$ cat src/rtl/ps2_pkg.sv
// Shared types and constants for the PS/2 keyboard receiver.
//   frame_state_t  : bit-level frame FSM states
//   prefix_state_t : scan-code prefix decoder states
//   PS2_EXT        : extended-key prefix byte (E0)
//   PS2_BREAK      : key-release prefix byte (F0)
package ps2_pkg;

  typedef enum logic [1:0] {
    IDLE,
    DATA,
    PARITY,
    STOP
  } frame_state_t;

  typedef enum logic [1:0] {
    BASE,
    GOT_E0,
    GOT_F0,
    GOT_E0F0
  } prefix_state_t;

  localparam logic [7:0] PS2_EXT   = 8'hE0;
  localparam logic [7:0] PS2_BREAK = 8'hF0;

endpackage

$ cat src/rtl/ps2_frame_rx.sv
// PS/2 device-to-host frame receiver.
// Synchronizes the PS/2 pins, detects falling edges of the PS/2 clock,
// deserializes 11-bit frames (start, 8 data LSB first, odd parity, stop)
// and abandons a frame when the PS/2 clock stalls.
// Ports:
//   clk, rst    : system clock, synchronous active-high reset
//   ps2_clk     : PS/2 clock pin (asynchronous)
//   ps2_data    : PS/2 data pin (asynchronous)
//   byte_valid  : one-cycle pulse, byte_data holds a good byte
//   byte_data   : received byte
//   frame_err   : one-cycle pulse on parity, stop-bit or timeout error
module ps2_frame_rx
  import ps2_pkg::*;
#(
  parameter int TIMEOUT_CYCLES = 50000
) (
  input  logic       clk,
  input  logic       rst,
  input  logic       ps2_clk,
  input  logic       ps2_data,
  output logic       byte_valid,
  output logic [7:0] byte_data,
  output logic       frame_err
);

  localparam int CW = (TIMEOUT_CYCLES > 1) ? $clog2(TIMEOUT_CYCLES) : 1;
  localparam logic [CW-1:0] TO_LAST = CW'(TIMEOUT_CYCLES - 1);

  logic          clk_s1, clk_s2, clk_s3;
  logic          data_s1, data_s2;
  logic          fall;
  frame_state_t  state;
  logic [2:0]    bit_cnt;
  logic [CW-1:0] to_cnt;
  logic [7:0]    shift;
  logic          parity;
  logic          frame_ok;

  assign fall = clk_s3 & ~clk_s2;

  // Good frame: 9 bits with odd parity and a high stop bit.
  assign frame_ok = (^{parity, shift}) & data_s2;

  // Control: synchronizers (reset to bus-idle high), FSM, timeout
  always_ff @(posedge clk) begin
    if (rst) begin
      clk_s1     <= 1'b1;
      clk_s2     <= 1'b1;
      clk_s3     <= 1'b1;
      data_s1    <= 1'b1;
      data_s2    <= 1'b1;
      state      <= IDLE;
      bit_cnt    <= 3'd0;
      to_cnt     <= '0;
      byte_valid <= 1'b0;
      frame_err  <= 1'b0;
    end else begin
      clk_s1     <= ps2_clk;
      clk_s2     <= clk_s1;
      clk_s3     <= clk_s2;
      data_s1    <= ps2_data;
      data_s2    <= data_s1;
      byte_valid <= 1'b0;
      frame_err  <= 1'b0;

      // Saturating stall counter; only meaningful while a frame is open.
      if (fall || state == IDLE) begin
        to_cnt <= '0;
      end else if (to_cnt != '1) begin
        to_cnt <= to_cnt + 1'b1;
      end

      // A fall in the same cycle as the timeout still advances the frame.
      if (fall) begin
        case (state)
          IDLE: begin
            if (!data_s2) begin
              state   <= DATA;
              bit_cnt <= 3'd0;
            end
          end
          DATA: begin
            bit_cnt <= bit_cnt + 3'd1;
            if (bit_cnt == 3'd7) begin
              state <= PARITY;
            end
          end
          PARITY: begin
            state <= STOP;
          end
          STOP: begin
            if (frame_ok) begin
              byte_valid <= 1'b1;
            end else begin
              frame_err <= 1'b1;
            end
            state <= IDLE;
          end
          default: state <= IDLE;
        endcase
      end else if (state != IDLE && to_cnt == TO_LAST) begin
        state     <= IDLE;
        frame_err <= 1'b1;
      end
    end
  end

  // Datapath: shift register, parity capture and byte output (no reset)
  always_ff @(posedge clk) begin
    if (fall && state == DATA) begin
      shift <= {data_s2, shift[7:1]};
    end
    if (fall && state == PARITY) begin
      parity <= data_s2;
    end
    if (fall && state == STOP && frame_ok) begin
      byte_data <= shift;
    end
  end

endmodule

$ cat src/rtl/ps2_keycode.sv
// PS/2 keyboard keycode tracker.
// Decodes E0 (extended) and F0 (break) prefixes from received bytes and
// holds the make code of the most recently pressed key until that same
// key is released.
// Ports:
//   Clk, Reset  : system clock, synchronous active-high reset
//   ps2_clk     : PS/2 clock pin (asynchronous)
//   ps2_data    : PS/2 data pin (asynchronous)
//   keycode     : make code of the held key, 8'h00 when none
//   extended    : held keycode was E0-prefixed
//   key_event   : one-cycle pulse per accepted make or break
//   key_release : qualifies key_event, 1 = break, 0 = make
//   frame_err   : one-cycle pulse on a frame error
module ps2_keycode
  import ps2_pkg::*;
#(
  parameter int TIMEOUT_CYCLES = 50000
) (
  input  logic       Clk,
  input  logic       Reset,
  input  logic       ps2_clk,
  input  logic       ps2_data,
  output logic [7:0] keycode,
  output logic       extended,
  output logic       key_event,
  output logic       key_release,
  output logic       frame_err
);

  logic          byte_valid;
  logic [7:0]    byte_data;
  prefix_state_t pst;
  logic          has_ext;
  logic          has_brk;
  logic          is_ext;
  logic          is_brk;

  ps2_frame_rx #(
    .TIMEOUT_CYCLES(TIMEOUT_CYCLES)
  ) u_rx (
    .clk       (Clk),
    .rst       (Reset),
    .ps2_clk   (ps2_clk),
    .ps2_data  (ps2_data),
    .byte_valid(byte_valid),
    .byte_data (byte_data),
    .frame_err (frame_err)
  );

  always_comb begin
    has_ext = (pst == GOT_E0) || (pst == GOT_E0F0);
    has_brk = (pst == GOT_F0) || (pst == GOT_E0F0);
    is_ext  = (byte_data == PS2_EXT);
    is_brk  = (byte_data == PS2_BREAK);
  end

  // Prefix decode and output registers, one cycle after byte_valid
  always_ff @(posedge Clk) begin
    if (Reset) begin
      pst         <= BASE;
      keycode     <= 8'h00;
      extended    <= 1'b0;
      key_event   <= 1'b0;
      key_release <= 1'b0;
    end else begin
      key_event   <= 1'b0;
      key_release <= 1'b0;
      if (frame_err) begin
        pst <= BASE;
      end else if (byte_valid) begin
        if ((is_ext && has_ext) || (is_brk && has_brk)) begin
          // Repeated prefix: swallow it and resynchronize.
          pst <= BASE;
        end else if (is_ext && pst == BASE) begin
          pst <= GOT_E0;
        end else if (is_brk) begin
          // Only reachable from BASE or GOT_E0 here.
          pst <= has_ext ? GOT_E0F0 : GOT_F0;
        end else begin
          pst         <= BASE;
          key_event   <= 1'b1;
          key_release <= has_brk;
          if (!has_brk) begin
            keycode  <= byte_data;
            extended <= has_ext;
          end else if (byte_data == keycode && has_ext == extended) begin
            // Only releasing the held key clears it.
            keycode  <= 8'h00;
            extended <= 1'b0;
          end
        end
      end
    end
  end

endmodule

$ cat config.mk
export PLATFORM = sky130hd
export DESIGN_NAME = ps2_keycode
export DESIGN_NICKNAME = d
export VERILOG_FILES = /design/src/rtl/ps2_pkg.sv /design/src/rtl/ps2_frame_rx.sv /design/src/rtl/ps2_keycode.sv
export SDC_FILE = /design/constraint.sdc
export NUM_CORES = 1
export LEC_CHECK = 0
export BUFFER_PORTS_ARGS = -buffer_cell sky130_fd_sc_hd__buf_2
export CELL_PAD_IN_SITES_DETAIL_PLACEMENT = 0
export CELL_PAD_IN_SITES_GLOBAL_PLACEMENT = 1
export CORE_MARGIN = 2
export CORE_UTILIZATION = 51
export DETAILED_ROUTE_END_ITERATION = 12
export GPL_TIMING_DRIVEN = 0
export PLACE_DENSITY_LB_ADDON = 0.1
export SKIP_CTS_REPAIR_TIMING = 1
export SLEW_MARGIN = 10
export SYNTH_ARGS = -nofsm -noshare
export SYNTH_HDL_FRONTEND = slang
export SYNTH_SLANG_ARGS = --single-unit
$ cat constraint.sdc
create_clock -name Clk -period 4.49 [get_ports Clk]
set_input_delay 0.449 -clock Clk [delete_from_list [all_inputs] [get_ports Clk]]
set_output_delay 0.449 -clock Clk [all_outputs]
set_load 0.02 [all_outputs]
## Word level (Yosys, flattened, before mapping)

Index checks and enable logic that the tools add are counted.
W data, S select, Z words.

| storage, ports and cells | value |
|---|---|
| bits of input ports | 4 |
| memories kept | 0 |
| latch bits | 0 |
| ROM bits | 0 |
| output and inout bits | 12 |
| bits in writable memories | 0 |
| flip-flop bits (word level) | 58 |

| cells by class | value |
|---|---|
| reductions and logical operators | 27 |
| $mul | 0 |
| divide/modulo/power cells | 0 |
| add/sub/neg operators | 2 |
| equal/unequal tests | 17 |
| order comparisons | 0 |
| muxes and demuxes | 21 |
| shifts and indexed selects | 0 |
| bitwise logic cells | 10 |

Operator list:

| operator | number |
|---|---|
| $add A16 B1 Y16 const B | 1 |
| $eq A16 B16 Y1 const B | 1 |
| $eq A8 B8 Y1 const B | 2 |
| $mux W8 | 2 |
| $ne A16 B16 Y1 const B | 1 |
| $mux W2 | 7 |
| $logic_and A1 B1 Y1 | 9 |
| $mux W1 | 9 |
| $reduce_xor A9 Y1 | 1 |
| $eq A2 B2 Y1 const B | 4 |
| $eq A8 B8 Y1 | 1 |
| $not A1 Y1 | 8 |
| $pmux W2 S4 | 1 |
| $ne A3 B3 Y1 const B | 2 |
| $pmux W3 S2 | 1 |
| $reduce_and A3 Y1 | 2 |
| $reduce_and A6 Y1 | 1 |
| $reduce_bool A2 Y1 | 3 |
| $reduce_or A6 Y1 | 1 |
| $reduce_or A5 Y1 | 1 |
| $eq A2 B1 Y1 const B | 2 |
| $logic_not A2 Y1 | 2 |
| $logic_or A1 B1 Y1 | 4 |
| $reduce_or A2 Y1 | 2 |
| 8 further kinds | 9 |

## Depth between registers and ports, before layout

Gate-level depths: netlist of run 1.

| depth | value |
|---|---|
| depth in word-level cells | 6 |
| depth in mapped cells | 7 |
| mapped depth without buffers | 6 |

## Modules after synthesis

A second synthesis of run 1 with hierarchy kept.

| second synthesis, totals | value |
|---|---|
| cell total of the unflattened synthesis | 260 |
| area, all modules | 2692.6 um^2 |

Modules (own cells, without submodules):

| module | cells each | instances | area an instance (um^2) |
|---|---|---|---|
| ps2_frame_rx | 178 | 1 | 1956.9 |
| ps2_keycode | 82 | 1 | 735.7 |

## Least setup slack after synthesis of run 1

Ideal clock, no wire load.

| path | value |
|---|---|
| path kind | reg2reg |
| from | reg u_rx.shift[2] |
| to | reg u_rx.byte_data[0] (enable) |
| library setup time | 332 ps |
| slack | 2602 ps |
| data arrival time | 1556 ps |
| cell stages (with the launch flop) | 6 |
| required time | 4158 ps |
| cell sequence | edfxtp_1 > xnor2_1 > xnor3_1 > xnor2_1 > and2_1 > and3_1 |

| on the way | value |
|---|---|
| word-level cells in the longest chain between the ends | 3 |

RTL lines:

| item | RTL line | RTL |
|---|---|---|
| start: declaration | ps2_frame_rx.sv:35 | `logic [7:0] shift;` |
| start signal: assignment | ps2_frame_rx.sv:111 | `shift <= {data_s2, shift[7:1]};` |
| $reduce_xor A9 Y1 | ps2_frame_rx.sv:42 | `assign frame_ok = (^{parity, shift}) & data_s2;` |
| $and A1 B1 Y1 | ps2_frame_rx.sv:42 |  |
| $logic_and A1 B1 Y1 | ps2_frame_rx.sv:116 | `if (fall && state == STOP && frame_ok) begin` |
| end signal: assignment | ps2_frame_rx.sv:117 | `byte_data <= shift;` |
| end: declaration | ps2_frame_rx.sv:22 | `output logic [7:0] byte_data,` |

No other way between the ends.
A chain may end at the register's enable or synchronous reset.

## Worst setup path in the final report of run 1

| path | value |
|---|---|
| from | reg u_rx.to_cnt[0] |
| to | reg u_rx.to_cnt[0] |

| on the way | value |
|---|---|
| word-level cells in the longest chain between the ends | 1 |
| elaborated cells between the ends (all ways) | 2 |
| classes of those cells | add/sub (1); eq/ne (1) |

RTL lines:

| item | RTL line | RTL |
|---|---|---|
| start: declaration | ps2_frame_rx.sv:34 | `logic [CW-1:0] to_cnt;` |
| start signal: assignment | ps2_frame_rx.sv:70 | `to_cnt <= to_cnt + 1'b1;` |
| $add A16 B1 Y16 / $ne A16 B16 Y1 (equally long branches) | ps2_frame_rx.sv:70, ps2_frame_rx.sv:69 |  |

Several ways; a longest one is shown, not always the timed one.

==> results.sh, run 1 <==
export IMPL_status="finished, final reports clean"
export IMPL_grt_ovfl_total=0
export IMPL_cp_required_ns=4.70
export IMPL_comb_power_share=0.009
export IMPL_power_mw=1.134
export IMPL_drc=0
export IMPL_pre_cts_ws_ns=2.394
export IMPL_cts_tree="yes"
export IMPL_cp_top_family="simple AND/OR/NAND/NOR gates"
export IMPL_arrival_ns=2.36
export IMPL_endpoint_kind="register"
export IMPL_synthFlopType="dfxtp_1"
export IMPL_die_area_um2=5646
export IMPL_ys_seq_area_frac=0.5158
export IMPL_cts_root_buf="clkbuf_8"
export IMPL_wl_mm=4.794
export IMPL_worstHoldPathCells=2
export IMPL_cts_clk_slew_worst_paths_ns=0.06
export IMPL_fin_nets=289
export IMPL_drive_above_1_share=0.1489
export IMPL_synth_edf_count=17
export IMPL_numPortBuffers=14
export IMPL_hpwl_mm=3.414
export IMPL_critPathLaunchType="register"
export IMPL_gp_congestion=0.8167
export IMPL_setup_tns_ns=0
export IMPL_final_util=0.6179
export IMPL_p_leak_nw=1.049
export IMPL_rsz0062_at_grt="false"
export IMPL_antenna_found_initial=0
export IMPL_vias_per_cell=5.338
export IMPL_hold_class="input pin to register"
export IMPL_rr_worst_depth=7
export IMPL_final_hold_violation_count=0
export IMPL_yosysMostFrequentCell="dfxtp_1"
export IMPL_synth_fp_nets=264
export IMPL_fmax_mhz=466.5
export IMPL_ir_drop_v=0.0002294
export IMPL_drv_cap=0
export IMPL_p_sw_frac=0.1880
export IMPL_clk_insertion_delay_late_ns=0.34
export IMPL_crit_fanout=10
export IMPL_core_area_um2=4817
export IMPL_ys_seq_elements=58
export IMPL_first_pass_iters=4
export IMPL_setup_ws_ns=2.346
export IMPL_setup_viol=0
export IMPL_post_route_period_util=0.4774
export IMPL_initial_utilization=0.5358
export IMPL_synthesis_area_um2=2581
export IMPL_yosysTopAreaCellShare=0.3180
export IMPL_postRouteAntennaNets=0
export IMPL_fp_row_count=25
export IMPL_synth_top_area_cell="dfxtp_1"
export IMPL_pwr_share_clk=0.516
export IMPL_syn_area_per_cell_um2=10.24
export IMPL_n_antenna_cell=0
export IMPL_grt_max_degree=11
export IMPL_first_iter_violations=100
export IMPL_clock_sinks=58
export IMPL_tightest_slew_ns=0.5880
export IMPL_vias=1863
export IMPL_p_sw_uw=213.1
export IMPL_maxSlewViolCount=0
export IMPL_power_density_nw_per_um2=380.9
export IMPL_area_growth_pct=15.32
export IMPL_min_period_ns=2.144
export IMPL_die_x_um=75.14
export IMPL_htree_levels=3
export IMPL_synth_area_leaders="dfxtp_1, edfxtp_1, xnor2_1"
export IMPL_grt_pass1_wl_mm=8.142
export IMPL_p_seq_frac=0.475
export IMPL_die_y_um=75.14
export IMPL_crit_cells=7
export IMPL_intPower_uw=920.7
export IMPL_grt_use_total=0.1957
export IMPL_slew_headroom=0.6029
export IMPL_cts_buffers=9
export IMPL_synth_cell_type_count=45
export IMPL_grt_pass1_vias=1700
export IMPL_critPathMaxStageDelay_ns=0.40
export IMPL_worst_clock_skew_ns=0.004813
export IMPL_worst_path_buf_inv=1
export IMPL_routedWlPerCell_um=13.74
export IMPL_async_flop_share=0
export IMPL_crit_slowest_cell="dfxtp_1"
export IMPL_cp_cell_sequence="ha_1, nand3_2, nor4_1, buf_2, nand3_1, xnor2_1, nor2_1"
export IMPL_critical_path_class="register to register"
export IMPL_clk_path_buf_depth=2
export IMPL_ys_warn_count=0
export IMPL_syn_inst=252
export IMPL_synth_commonest_cells="dfxtp_1, nor2_1, edfxtp_1"
export IMPL_io_pins=16
stage by stage:
| step | area (µm²) | hold WS [ns] | std cells |
|---|---|---|---|
| detailed placement | 2735 | 0.3945 | 333 |
| floorplan | 2581 | 0.3895 | 252 |
| CTS | 2977 | 0.2819 | 349 |
| global placement | 2735 | 0.3943 | 333 |
| finish | 2977 | 0.2939 | 349 |
| global route | 2977 | 0.2875 | 349 |
state kept, by name (all words and copies together), names as in the netlist:
| register | count |
|---|---|
| u_rx.to_cnt | 16 |
| u_rx.data_s2 | 1 |
| u_rx.state | 2 |
| keycode | 8 |
| extended | 1 |
| u_rx.clk_s3 | 1 |
| key_event | 1 |
| u_rx.byte_data | 8 |
| u_rx.parity | 1 |
| u_rx.data_s1 | 1 |
| pst | 2 |
| u_rx.shift | 8 |
| u_rx.clk_s2 | 1 |
| u_rx.clk_s1 | 1 |
| u_rx.frame_err | 1 |
| key_release | 1 |
| u_rx.bit_cnt | 3 |
| u_rx.byte_valid | 1 |
layout make-up:
cell class | instances | area (µm²)
buffer | 10 | 38.79
clock buffer | 10 | 137.6
clock inverter | 6 | 103.9
fill | 435 | 1841
inverter | 8 | 30.03
multi-input combinational | 176 | 1181
sequential | 58 | 1331
tap | 67 | 83.83
timing repair buffer | 14 | 70.07
power by group through the flow:
stage	logic, mW	registers (mW)	clock network [mW]
2_1_floorplan	0.00649	0.550	0
3_3_place_gp	0.0101	0.550	0
3_5_place_dp	0.0103	0.550	0
4_1_cts	0.0102	0.538	0.598
5_1_grt	0.0114	0.538	0.621
6_report	0.0103	0.538	0.585
kinds of logic (layout without fill, tap and decap cells):
group,count (synthesis),after routing,synth area share
simple gates,91,91,0.1958
flops,58,58,0.5158
compound gates,51,51,0.1290
xor+xnor,25,25,0.09016
buf+inv,18,48,0.02666
fa+ha+maj,8,8,0.03878
mux,1,1,0.003878
layer usage:
layer  GRT usage  vias to the layer above  routed length [µm]
li1            -                      960                   -
met1      0.2991                      863                2668
met2      0.2534                       34                1865
met3     0.06024                        6                 193
met4     0.08187                        0                  66
met5           0                        -                   0
cell usage in the layout, fill, tap and decap left out, types with 10 or more instances in the layout:
| cell | netlist | layout |
|---|---|---|
| xnor2_1 | 14 | 14 |
| buf_2 | 1 | 15 |
| a21oi_1 | 16 | 16 |
| nand2_1 | 16 | 16 |
| dfxtp_1 | 41 | 41 |
| nor2_1 | 20 | 20 |
| clkbuf_8 | 0 | 10 |
| o21ai_0 | 12 | 12 |
| xor2_1 | 10 | 10 |
| edfxtp_1 | 17 | 17 |
worst paths after layout:
kind / startpoint / to / slack (ns)
worst max-delay path: u_rx.to_cnt[0]$_SDFFE_PP0P_ / u_rx.to_cnt[0]$_SDFFE_PP0P_ / 2.35
worst min-delay path: ps2_data / u_rx.data_s1$_SDFF_PP1_ / 0.29
worst max register to register: u_rx.to_cnt[0]$_SDFFE_PP0P_ / u_rx.to_cnt[0]$_SDFFE_PP0P_ / 2.35
worst min register to register: u_rx.data_s1$_SDFF_PP1_ / u_rx.data_s2$_SDFF_PP1_ / 0.41
No activity file was read; power rests on OpenSTA's default activity.
==> inputs of run 2 (changes only) <==
--- a/config.mk
+++ b/config.mk
@@ -5,11 +5,12 @@
 export SDC_FILE = /design/constraint.sdc
 export NUM_CORES = 1
 export LEC_CHECK = 0
+export ABC_AREA = 1
 export BUFFER_PORTS_ARGS = -buffer_cell sky130_fd_sc_hd__buf_2
 export CELL_PAD_IN_SITES_DETAIL_PLACEMENT = 0
 export CELL_PAD_IN_SITES_GLOBAL_PLACEMENT = 1
 export CORE_MARGIN = 2
-export CORE_UTILIZATION = 51
+export CORE_UTILIZATION = 45
 export DETAILED_ROUTE_END_ITERATION = 12
 export GPL_TIMING_DRIVEN = 0
 export PLACE_DENSITY_LB_ADDON = 0.1
==> constraint.sdc (replaced) <==
create_clock -name Clk -period 2 [get_ports Clk]
set_input_delay 0.2 -clock Clk [delete_from_list [all_inputs] [get_ports Clk]]
set_output_delay 0.2 -clock Clk [all_outputs]
set_load 0.02 [all_outputs]
==> run 2 against run 1 <==
  * Sequential power is 120% higher
  * Global-route usage is 2.6 points lower
  * Setup slack worse by 2.1 ns
  * Design area is 8.7% higher
  * Maximum frequency is 24% higher
  * Critical path depth is 2 higher
  * Via count is 22% higher
  * Flip-flop and latch count stayed put
  * Total power is 88% higher
  * Clock skew is 0.0042 ns higher
  * Worst hold slack worse by 0.23 ns
  * Non-clock buffer count is 5 lower
  * Largest cell class unchanged
==> results.sh, run 2 <==
export IMPL_ys_warn_count=0
export IMPL_synth_fp_nets=388
export IMPL_postRouteAntennaNets=0
export IMPL_placement_cell_area_um2=3073
export IMPL_ir_drop_v=0.0004403
export IMPL_first_iter_violations=112
export IMPL_cts_buffers=9
export IMPL_grt_max_degree=11
export IMPL_clk_path_buf_depth=2
export IMPL_arrival_ns=1.71
export IMPL_ys_seq_area_frac=0.4588
export IMPL_post_route_period_util=0.8667
export IMPL_largest_register_ff_count=16
export IMPL_final_hold_violation_count=0
export IMPL_critPathMaxStageDelay_ns=0.46
export IMPL_drive_above_1_share=0.1351
export IMPL_syn_inst=376
export IMPL_fin_area_um2=3236
export IMPL_first_pass_iters=4
export IMPL_hold_class="input pin to register"
export IMPL_vias=2269
export IMPL_critical_path_class="register to register"
export IMPL_synthesis_area_um2=2902
export IMPL_p_leak_nw=1.511
export IMPL_htree_levels=3
export IMPL_area_growth_pct=11.51
export IMPL_final_cell_mix="nand2_1, inv_1, nor2_1, dfxtp_1, nand3_1"
export IMPL_critPathLaunchType="register"
export IMPL_syn_area_per_cell_um2=7.717
export IMPL_grt_pass1_wl_mm=9.735
export IMPL_ys_seq_elements=58
export IMPL_initial_utilization=0.4622
export IMPL_wl_mm=5.514
export IMPL_synth_area_leaders="dfxtp_1, edfxtp_1, nand2_1"
export IMPL_cts_tree="yes"
export IMPL_n_antenna_cell=0
export IMPL_drc=0
export IMPL_tightest_slew_ns=0.6660
export IMPL_vias_per_cell=4.688
export IMPL_die_x_um=84.30
export IMPL_async_flop_share=0
export IMPL_slew_headroom=0.5544
export IMPL_routedWlPerCell_um=11.39
export IMPL_nFillCells=635
export IMPL_synth_commonest_cells="nand2_1, inv_1, nor2_1"
export IMPL_synthFlopType="dfxtp_1"
export IMPL_io_pins=16
export IMPL_fin_nets=414
export IMPL_setup_tns_ns=0
export IMPL_cp_required_ns=1.98
export IMPL_cp_cell_sequence="inv_1, nand2_1, nand2_1, o21ai_0, nand2_1, inv_1, nand2_1, nand3_1, nor2_2"
export IMPL_setup_viol=0
export IMPL_crit_cells=9
export IMPL_die_y_um=84.30
export IMPL_grt_ovfl_total=0
export IMPL_yosysMostFrequentCell="nand2_1"
export IMPL_drv_cap=0
export IMPL_status="finished, final reports clean"
export IMPL_synth_top_area_cell="dfxtp_1"
export IMPL_yosysTopAreaCellShare=0.2829
export IMPL_endpoint_kind="register"
export IMPL_power_mw=2.135
export IMPL_fmax_mhz=576.9
export IMPL_cts_clk_slew_worst_paths_ns=0.06
export IMPL_min_period_ns=1.733
export IMPL_fp_row_count=29
export IMPL_numPortBuffers=15
export IMPL_grt_pass1_vias=2269
export IMPL_regMostFlops="u_rx.to_cnt"
export IMPL_rsz0062_at_grt="false"
export IMPL_grt_use_total=0.1697
export IMPL_worstHoldPathCells=2
export IMPL_layout_commonest_cell="nand2_1"
export IMPL_core_area_um2=6277
export IMPL_crit_slowest_cell="edfxtp_1"
export IMPL_crit_path_frequent_cell="nand2_1"
export IMPL_antenna_found_initial=0
export IMPL_worst_clock_skew_ns=0.009017
export IMPL_hpwl_mm=4.142
export IMPL_maxSlewViolCount=0
export IMPL_power_density_nw_per_um2=659.9
export IMPL_crit_fanout=8
export IMPL_die_area_um2=7106
export IMPL_rr_worst_depth=9
export IMPL_worst_path_buf_inv=2
export IMPL_cts_root_buf="clkbuf_8"
export IMPL_gp_congestion=0.7962
export IMPL_synth_cell_type_count=32
export IMPL_holdWs_ns=0.06158
export IMPL_clock_sinks=58
export IMPL_clk_insertion_delay_late_ns=0.32
export IMPL_synth_edf_count=17
export IMPL_cp_top_family="simple AND/OR/NAND/NOR gates"
run 2: metrics by stage:
stage / utilization / setup WS [ns] / std cells
2_1_floorplan: - / 0.3525 / 376
3_3_place_gp: 0.4895 / 0.08928 / 468
3_5_place_dp: 0.4895 / 0.04845 / 468
4_1_cts: 0.5141 / 0.04483 / 484
5_1_grt: 0.5154 / 0.04244 / 484
6_report: 0.5154 / 0.2666 / 484
run 2: where the power goes:
part	total, mW	switching (mW)	leakage, nW	internal (mW)
registers	1.21	0.00345	0.484	1.21
clock network	0.887	0.447	0.0816	0.440
logic	0.0363	0.0236	0.946	0.0128
run 2: worst paths after layout:
path / end / slack [ns] / from
worst max-delay path: u_rx.byte_data[4]$_DFFE_PP_ / 0.27 / u_rx.shift[3]$_DFFE_PP_
worst min-delay path: u_rx.clk_s1$_SDFF_PP1_ / 0.06 / ps2_clk
worst max register to register: u_rx.byte_data[4]$_DFFE_PP_ / 0.27 / u_rx.shift[3]$_DFFE_PP_
worst min register to register: u_rx.data_s2$_SDFF_PP1_ / 0.41 / u_rx.data_s1$_SDFF_PP1_
run 2: cells by family after synthesis:
kind of cell             after synthesis  share of synthesized area
flip-flops                            58                     0.4588
buffers and inverters                 69                    0.09486
AO/OA/AOI/OAI                         34                    0.06426
adder cells (fa/ha/maj)                8                    0.03450
XOR/XNOR                              11                    0.03320
AND/OR/NAND/NOR                      196                     0.3144
run 2: area by class of cell:
cell class / count / area (µm²) / area share
clock inverter: 4 / 18.77 / 0.005800
multi-input combinational: 249 / 1304 / 0.4029
buffer: 4 / 31.28 / 0.009667
timing repair buffer: 15 / 75.07 / 0.02320
sequential: 58 / 1331 / 0.4114
clock buffer: 12 / 135.1 / 0.04176
tap: 77 / 96.34 / 0.02978
inverter: 65 / 244.0 / 0.07541
run 2: layer usage:
layer  part of all wire  vias up  track usage
met3              0.024        8      0.03835
met1               0.47     1002       0.1975
met5                  0        -            0
met4              0.012        0      0.06452
met2               0.50       29       0.3030
li1                   -     1230            -
==> inputs of run 3 (changes only) <==
--- a/config.mk
+++ b/config.mk
@@ -7,10 +7,12 @@
 export LEC_CHECK = 0
 export ABC_AREA = 1
 export BUFFER_PORTS_ARGS = -buffer_cell sky130_fd_sc_hd__buf_2
+export CAP_MARGIN = 25
 export CELL_PAD_IN_SITES_DETAIL_PLACEMENT = 0
 export CELL_PAD_IN_SITES_GLOBAL_PLACEMENT = 1
 export CORE_MARGIN = 2
 export CORE_UTILIZATION = 45
+export CTS_CLUSTER_DIAMETER = 30
 export DETAILED_ROUTE_END_ITERATION = 12
 export GPL_TIMING_DRIVEN = 0
 export PLACE_DENSITY_LB_ADDON = 0.1
==> constraint.sdc (replaced) <==
create_clock -name Clk -period 1.6 [get_ports Clk]
set_input_delay 0.16 -clock Clk [delete_from_list [all_inputs] [get_ports Clk]]
set_output_delay 0.16 -clock Clk [all_outputs]
set_load 0.02 [all_outputs]
==> run 3 against run 2 <==
  * Core utilization up 8.1 points
  * Highest routed layer unchanged
  * The run now ends with negative setup slack left
  * Non-clock buffer count is 23 higher
  * Register-to-register slack worse by 0.29 ns
  * Via count is 6.4% higher
==> results.sh, run 3 (same netlist as run 2, synthesis figures left out) <==
export IMPL_routedWlPerCell_um=12.11
export IMPL_fin_area_um2=3742
export IMPL_violations="negative setup slack"
export IMPL_intPower_mw=2.395
export IMPL_clk_path_buf_depth=2
export IMPL_endpoint_kind="register"
export IMPL_comb_power_share=0.019
export IMPL_cp_required_ns=1.63
export IMPL_vias_per_cell=4.763
export IMPL_r2r_start="u_rx.shift[2]$_DFFE_PP_"
export IMPL_p_leak_nw=1.724
export IMPL_worstSetupStartpoint="u_rx.shift[2]$_DFFE_PP_"
export IMPL_critPathLaunchType="register"
export IMPL_final_util=0.5962
export IMPL_hp_start="Reset"
export IMPL_status="finished with violations"
export IMPL_endpoint="u_rx.byte_data[1]$_DFFE_PP_"
export IMPL_regMostFlops="u_rx.to_cnt"
export IMPL_dr_wl_met2_mm=3.157
export IMPL_fmax_mhz=615.9
export IMPL_post_route_period_util=1.015
export IMPL_rsz0062_at_grt="true"
export IMPL_dr_wl_met3_um=150
export IMPL_grt_ovfl_total=0
export IMPL_die_x_um=84.30
export IMPL_vias=2415
export IMPL_slew_headroom=0.7259
export IMPL_antenna_found_initial=0
export IMPL_wl_mm=6.141
export IMPL_fp_row_count=29
export IMPL_rr_worst_depth=9
export IMPL_cts_root_buf="clkbuf_8"
export IMPL_critical_path_class="register to register"
export IMPL_hpwl_mm=4.127
export IMPL_min_period_ns=1.624
export IMPL_crit_fanout=8
export IMPL_gp_congestion=0.7894
export IMPL_postRouteAntennaNets=0
export IMPL_cts_buffers=9
export IMPL_clk_insertion_delay_late_ns=0.34
export IMPL_die_area_um2=7106
export IMPL_p_sw_uw=648.2
export IMPL_grt_max_degree=11
export IMPL_hold_class="input pin to register"
export IMPL_pwr_share_clk=0.485
export IMPL_area_growth_pct=28.98
export IMPL_final_hold_violation_count=0
export IMPL_die_y_um=84.30
export IMPL_placement_cell_area_um2=3075
export IMPL_largest_register_ff_count=16
export IMPL_first_pass_iters=6
export IMPL_clock_sinks=58
export IMPL_ir_drop_v=0.0006822
export IMPL_layout_commonest_cell="nand2_1"
export IMPL_dp_cells=468
export IMPL_cts_clk_slew_worst_paths_ns=0.07
export IMPL_drv_cap=0
export IMPL_grt_pass1_wl_mm=9.618
export IMPL_core_area_um2=6277
export IMPL_n_antenna_cell=0
export IMPL_drive_above_1_share=0.2953
export IMPL_p_seq_frac=0.496
export IMPL_grt_use_total=0.1719
export IMPL_rr_endpoint="u_rx.byte_data[1]$_DFFE_PP_"
export IMPL_met1_length_mm=2.667
export IMPL_maxSlewViolCount=0
export IMPL_final_cells=507
export IMPL_htree_levels=3
export IMPL_first_iter_violations=69
export IMPL_top_layer="met4"
export IMPL_setup_viol=8
export IMPL_fin_nets=437
export IMPL_final_cell_mix="nand2_1, inv_1, dfxtp_1, nor2_1"
export IMPL_initial_utilization=0.4622
export IMPL_io_pins=16
export IMPL_numPortBuffers=15
export IMPL_setup_ws_ns=-0.02366
export IMPL_p_sw_frac=0.2130
export IMPL_grt_pass1_vias=2202
export IMPL_power_density_nw_per_um2=813.3
export IMPL_cts_tree="yes"
export IMPL_drc=0
export IMPL_arrival_ns=1.65
export IMPL_rrSetupSlack_ns=-0.02
export IMPL_tightest_slew_ns=0.4108
export IMPL_worst_clock_skew_ns=0.007142
export IMPL_setup_tns_ns=-0.1623
export IMPL_power_mw=3.043
==> run 3: power groups by stage <==
stage	sequential [mW]	clock (mW)	combinational [mW]
2_1_floorplan	1.55	0	0.0305
3_3_place_gp	1.55	0	0.0440
3_5_place_dp	1.55	0	0.0446
4_1_cts	1.51	1.51	0.0446
5_1_grt	1.51	1.56	0.0654
6_report	1.51	1.48	0.0585
==> run 3: routing by layer <==
metal | vias up | track usage
met5 | - | 0
met4 | 0 | 0.09238
met3 | 17 | 0.04425
met2 | 30 | 0.3016
met1 | 1091 | 0.1898
li1 | 1277 | -
==> run 3: per-stage QoR <==
| stage | hold slack (ns) | setup slack (ns) |
|---|---|---|
| 6_report | 0.2766 | -0.02366 |
| 5_1_grt | 0.2968 | -0.1731 |
| 4_1_cts | -0.02136 | -0.2765 |
| 3_5_place_dp | 0.3441 | -0.2591 |
| 3_3_place_gp | 0.3424 | -0.2225 |
| 2_1_floorplan | 0.2638 | 0.09143 |
==> run 3: worst min-delay path by stage <==
stage                     cells past startpoint                            to  slack (ns)
final                                         5  u_rx.to_cnt[13]$_SDFFE_PP0P_        0.28
after global routing                          5  u_rx.to_cnt[13]$_SDFFE_PP0P_        0.30
after CTS                                     2       u_rx.data_s1$_SDFF_PP1_       -0.02
after detailed placement                      2       u_rx.data_s1$_SDFF_PP1_        0.34
after global placement                        2       u_rx.data_s1$_SDFF_PP1_        0.34
after floorplan                               1        u_rx.clk_s1$_SDFF_PP1_        0.26
==> run 3: layout make-up <==
| cell class | instances | area [µm²] |
|---|---|---|
| Fill cell | 621 | 2535 |
| Multi-Input combinational cell | 249 | 1519 |
| Sequential cell | 58 | 1349 |
| Timing Repair Buffer | 38 | 290.3 |
| Inverter | 65 | 244.0 |
| Clock buffer | 10 | 127.6 |
| Tap cell | 77 | 96.34 |
| Clock inverter | 6 | 81.33 |
| Buffer | 4 | 35.03 |
==> run 3: worst max-delay path, cell delays in order (launching register included) <==
cell and delay [ns]:
edfxtp_1 0.46, inv_2 0.09, nand2_1 0.05, nand2_1 0.06, o21ai_0 0.07, nand2_1 0.09
inv_1 0.05, nand2_1 0.07, nand3_2 0.11, nor2_4 0.25
